## src/rtl/prio_enc_queue.sv

```systemverilog
// prio_enc_queue: registered priority encoder with a sticky pending register.
// Request pulses on I are latched into P. The highest-priority pending index
// is issued through a valid/ready port (Y/VALID). The issued bit is cleared
// from P when it is issued, so simultaneous or stalled requests are not lost.
// OVF pulses for one cycle when a request lands on a bit that is already pending.
// Build option: define PRIO_ENC_ROUND_ROBIN_EN for rotating (round-robin)
// priority. Without it, priority is fixed MSB-first.
module prio_enc_queue #(
  parameter int N = 8,
  parameter int W = $clog2(N)
) (
  input  logic         CLK,
  input  logic         RST,
  input  logic         EN,
  input  logic [N-1:0] I,
  input  logic         READY,
  output logic [W-1:0] Y,
  output logic         VALID,
  output logic [N-1:0] PEND,
  output logic         OVF
);

  logic [N-1:0] p_q, p_d;
  logic [N-1:0] clr_mask;
  logic [W-1:0] y_q, y_d;
  logic [W-1:0] sel;
  logic         valid_q, valid_d;
  logic         ovf_q, ovf_d;
  logic         issue;

`ifdef PRIO_ENC_ROUND_ROBIN_EN
  logic [W-1:0] r_q, r_d;

  // Round-robin select: scan from lowest to highest priority so the last hit wins.
  // The lowest-priority segment is R..N-1 (ascending), followed by 0..R-1.
  // The final order is therefore R-1 down to 0, then N-1 down to R.
  always_comb begin
    // NOTE: every signal driven in a combinational block gets a default
    // before any conditional assignment; otherwise a latch is inferred.
    sel = '0;
    for (int i = 0; i < N; i++) begin
      if (p_q[i] && (W'(i) >= r_q)) sel = W'(i);
    end
    for (int i = 0; i < N; i++) begin
      if (p_q[i] && (W'(i) < r_q)) sel = W'(i);
    end
  end
`else
  // Fixed select: scan in ascending order so the highest pending index wins.
  always_comb begin
    sel = '0;
    for (int i = 0; i < N; i++) begin
      if (p_q[i]) sel = W'(i);
    end
  end
`endif

  // Next-state logic: issue handshake, clear-then-set of P, and overflow detection.
  always_comb begin
    issue    = EN & (|p_q) & (~valid_q | READY);
    clr_mask = '0;
    if (issue) clr_mask[sel] = 1'b1;

    p_d     = p_q;
    y_d     = y_q;
    valid_d = valid_q;
    ovf_d   = 1'b0;

    // The new request is ORed in after the clear, so a request arriving on
    // the bit being issued keeps that bit pending for a later issue.
    if (EN) begin
      p_d   = (p_q & ~clr_mask) | I;
      ovf_d = |(I & p_q);
    end

    if (issue) begin
      y_d     = sel;
      valid_d = 1'b1;
    end else if (valid_q && READY) begin
      valid_d = 1'b0;
    end
  end

`ifdef PRIO_ENC_ROUND_ROBIN_EN
  // Pointer update: remember the last issued index so it drops to lowest priority.
  always_comb begin
    r_d = r_q;
    if (issue) r_d = sel;
  end
`endif

  // State registers with synchronous reset; RST discards all pending and unconsumed work.
  always_ff @(posedge CLK) begin
    // NOTE: sequential state uses non-blocking assignments so that every
    // register samples the pre-edge values, whatever the statement order.
    if (RST) begin
      p_q     <= '0;
      y_q     <= '0;
      valid_q <= 1'b0;
      ovf_q   <= 1'b0;
`ifdef PRIO_ENC_ROUND_ROBIN_EN
      r_q     <= '0;
`endif
    end else begin
      p_q     <= p_d;
      y_q     <= y_d;
      valid_q <= valid_d;
      ovf_q   <= ovf_d;
`ifdef PRIO_ENC_ROUND_ROBIN_EN
      r_q     <= r_d;
`endif
    end
  end

  assign Y     = y_q;
  assign VALID = valid_q;
  assign PEND  = p_q;
  assign OVF   = ovf_q;

endmodule

```

## config.mk

```make
export PLATFORM = sky130hd
export DESIGN_NAME = prio_enc_queue
export DESIGN_NICKNAME = d
export VERILOG_FILES = /design/src/rtl/prio_enc_queue.sv
export SDC_FILE = /design/constraint.sdc
export NUM_CORES = 1
export LEC_CHECK = 0
export ABC_CLOCK_PERIOD_IN_PS = 2900
export CAP_MARGIN = 40
export CORE_MARGIN = 8
export CORE_UTILIZATION = 30
export DETAILED_ROUTE_END_ITERATION = 10
export DONT_BUFFER_PORTS = 1
export GPL_ROUTABILITY_DRIVEN = 0
export GPL_TIMING_DRIVEN = 0
export PLACE_DENSITY = 0.49
export SYNTH_ARGS = -nofsm -noshare
export SYNTH_HDL_FRONTEND = slang
export SYNTH_SLANG_ARGS = --single-unit
```

## constraint.sdc

```tcl
create_clock -name CLK -period 2.9 [get_ports CLK]
set_input_delay 0.29 -clock CLK [delete_from_list [all_inputs] [get_ports CLK]]
set_output_delay 0.29 -clock CLK [all_outputs]
set_load 0.02 [all_outputs]
```

---- Yosys cells after proc, flatten, opt, wreduce, memory -nomap -nowiden ----
Cells that the tools add are included.
storage, ports and cells
  logic and storage cells ................. 33
  output and inout port bits .............. 13
  input bits .............................. 12
  register bits ........................... 13
cells by class
  order comparisons ....................... 2
  reduce and logical (&&, ||, !) cells .... 6
  mux-type cells .......................... 12
  bitwise gates (word level) .............. 9
operators by type and width
  kind                                                 number
  bitwise AND 8 bit                                    2
  OR reduction 8 bit                                   2
  two-way mux 3 bit                                    5
  two-way mux 8 bit                                    1
  inverter 8 bit                                       1
  bitwise OR 8 bit                                     1
  < comparator 3 x 4 -> 1 bit, second input constant   1
  two-way mux 1 bit                                    4
  demux 1 bit (select 3 bit)                           1
  >= comparator 3 x 1 -> 1 bit, second input constant  1
  bitwise AND 1 bit                                    2
  logical AND 1 bit                                    2
  two-way mux 2 bit                                    1
  inverter 1 bit                                       2
  nonzero test 2 bit                                   1
  OR reduction 2 bit                                   1
  bitwise OR 1 bit                                     1

---- Depth between registers and ports, before layout ----
  depth in word-level cells ............... 15
  depth in mapped cells ................... 5
  mapped depth without buffers ............ 4

---- Worst setup path after synthesis ----
No wires, ideal clock.
  path type ............................... register to register
  start ................................... reg p_q[7], in the netlist PEND[7]
  end ..................................... reg y_q[1], in the netlist Y[1]
  stages on the path, launching flop included .. 5
  library setup time ...................... 0.130 ns
  clock period less this slack ............ 1.534 ns
  arrival ................................. 1.404 ns
  buffers on the path ..................... 0
  required time ........................... 2.770 ns
  path slack .............................. 1.366 ns
  path through ............................ dfxtp_1 -> or4_4 -> o211ai_2 -> and2b_1 -> nor3_2
on the way
  cells in the longest elaborated chain, start to end .. 3
  elaborated cells on any way between the ends .. 4
  those cells by class .................... 1 x mux; 2 x bitwise; 1 x reduce/logical
RTL lines
  element                          line  source
  start: declaration               23    logic [N-1:0] p_q, p_d;
  start signal: assignment         105   p_q <= p_d;
  OR reduction 8 bit               60    issue = EN & (|p_q) & (~valid_q | READY);
  bitwise AND 1 bit (2 in series)  60
  end signal: assignment           106   y_q <= y_d;
  end: declaration                 25    logic [W-1:0] y_q, y_d;
Several ways; a longest one is shown, not always the timed one.
A chain may end at the register's enable or synchronous reset.

---- Final worst setup path ----
Ends and elaborated chain as after synthesis.

==> metrics.txt <==
top-area cell type share of the netlist area 42.4%; dpl hpwl 1290 um; Final Cell Area 674 um^2; Clock Pin Slew Worst Setup and Hold Paths 0.08 ns; Setup Skew 0.00222 ns; Critical Path AT 1.84 ns; # hold bufs at CTS 0; HP Class input pin to register; yosys warns 0; CP Launch Point PEND[7]; total of max-cap violations 0; Max stage delay on crit path 0.62 ns; Setup Total Neg Slack 0 ns; final hold violation count 0; final wirelength 1770 um; ys async rst share 0%; total vias in the final route 572; # rows 16; gr busiest metal met2; Syn Area/Cell 8.53 um^2; clk buf depth 2; Area Growth Syn to Fin 9.78%; met2 usage 14.9%; ANT nets after route 0; antenna violations before repair 0; crit-path max FO 9; TritonRoute pass-1 iters 4; TritonCTS clock tree yes; CTS Sinks 13; GRT Util Overall 9.92%; I/O Pins 25; Main synth FF type dfxtp_1; largest net degree at the start of global routing 11; clock root cell clkbuf_4; die footprint 3750 um^2; Inserted Diodes 0; post-synth cell types 26; vias in the first global route 542; # port buffers 0; remaining global-route overflow 0; hold_sp RST; core area 1940 um^2; total CTS buffers 3; Post-CTS Setup Inserts 0; Die Y 61.3 um; synth top area cells dfxtp_1, a21oi_1, a22oi_1, a311oi_1, nand2_1; leading area contributor after synthesis dfxtp_1; launching point of the worst reg2reg path PEND[7]; worst path required time 3.05 ns; R2R Setup Slk 1.21 ns; Synth Register Bits 13; Hold EP PEND[0]; P_leak 0.247 nW; critical path type register to register; first-pass GRT wire length 2680 um; Final Slew Violations 0; drt wl/cell 17.2 um; sequential fraction of the synthesis area 42.4%; die width 61.3 um; drc violations 0; Initial Util 31.6%; CP max-delay cell or4_4; post-layout min period 1.69 ns; drt via density 5.55; crit end category register; Startpoint Class register; RSZ-0062 raised after global routing false; outcome finished clean; power density over cell area 614 nW/um^2; share of cells above drive strength 1 9.21%; met1 global-route usage 10.5%; reg2reg end Y[1]; Cells on Worst Hold Path 1; Synth Net Count 84; worst-path cell chain or4_4 -> o211ai_2 -> and2b_1 -> nor3_2; maximum VDD drop 220 uV; # setup viols final 0; H-Tree Depth 1; nets 89; PostCTS Resize Cnt 0; clock insertion delay at the later pin of the skew report 0.28 ns; Synth Instances 72; worst slew pin tran 0.485 ns; GRT met3 Usage 5.64%; number of synthesized flops with an enable pin 0; Slew HR 67.6%; placed cell area 648 um^2; violation count after the first detailed-routing iteration 14; Max Clk Rate 592 MHz; mapped cell area 614 um^2; Final Cycle Share 58.2%; R2R depth 4
==> sequential cells by signal, indices dropped and copies added (netlist names) <==
signal and cells:
VALID 1, Y 3, OVF 1, PEND 8
==> critical path, delay by kind of cell, from the launching register on <==
kind	cells	cell delay, ns
and+or+nand+nor	3	0.83
DFF	1	0.46
AOI/OAI and AO/OA	1	0.26
==> area by class of cell <==
type | instances | area (um^2)
Fill cell | 220 | 1270
Sequential cell | 13 | 260
Clock buffer | 4 | 26.3
Inverter | 3 | 11.3
Multi-Input combinational cell | 52 | 327
Tap cell | 27 | 33.8
Buffer | 4 | 16.3
==> cells in the mapped netlist (all sizes together) (3+ instances only) <==
cell    instances
inv             3
nor2            4
a22oi           5
clkbuf          3
o21ai           3
a21oi          12
nand2           6
dfxtp          13
a311oi          4
==> through the flow <==
stage          worst slack [ns]  hold slack (ns)  total power, mW  cells  util [%]
3_5_place_dp               1.23            0.369            0.302     99      33.4
4_1_cts                    1.21           0.0634            0.419    103      34.7
6_report                   1.21           0.0724            0.414    103      34.7
2_1_floorplan              1.37            0.362            0.285     72         -
3_3_place_gp               1.24            0.367            0.301     99      33.4
5_1_grt                    1.17           0.0613            0.439    103      34.7
==> cell usage in the layout (no fill, tap or decap) <==
cell	count
and2b_1	1
o41ai_1	1
inv_1	3
nor3_1	1
and3_1	1
a22oi_1	5
o211ai_2	1
buf_2	1
a21oi_1	12
o31a_1	1
nor2_1	4
a311oi_1	4
or4_4	1
o31ai_1	2
nor4_1	1
nand3_1	1
o21ai_0	3
nand4_1	1
or4_1	1
clkbuf_4	3
nand2_1	6
nand2b_1	2
a32oi_1	1
clkbuf_1	4
dfxtp_1	13
nor3_2	1
o211a_1	1
==> layer usage <==
metal / wire length, um / vias to the layer above
met5: 0 / -
met4: 46 / 0
met3: 234 / 7
met2: 757 / 32
met1: 733 / 250
li1: - / 283
==> cell families (layout without fill, tap and decap cells) <==
logic type,count (synthesis),in the layout,share of synthesized area [%]
AOI/OAI and AO/OA,31,31,34.4
and+or+nand+nor,21,21,18.7
DFF,13,13,42.4
buffers and inverters,7,11,4.48
==> worst max-delay path by stage <==
stage	depth (start not counted)	to	slack, ns
after detailed placement	4	Y[1]	1.23
after global placement	4	Y[1]	1.24
final	4	Y[1]	1.21
after global routing	4	Y[1]	1.17
after CTS	4	Y[1]	1.21
after floorplan	4	Y[1]	1.37
==> power breakdown <==
group | internal [mW] | switching, mW | total (mW)
clock network | 0.0534 | 0.0619 | 0.115
logic | 0.0300 | 0.0405 | 0.0705
registers | 0.193 | 0.0349 | 0.228
Power figures use the tool's default switching activity.
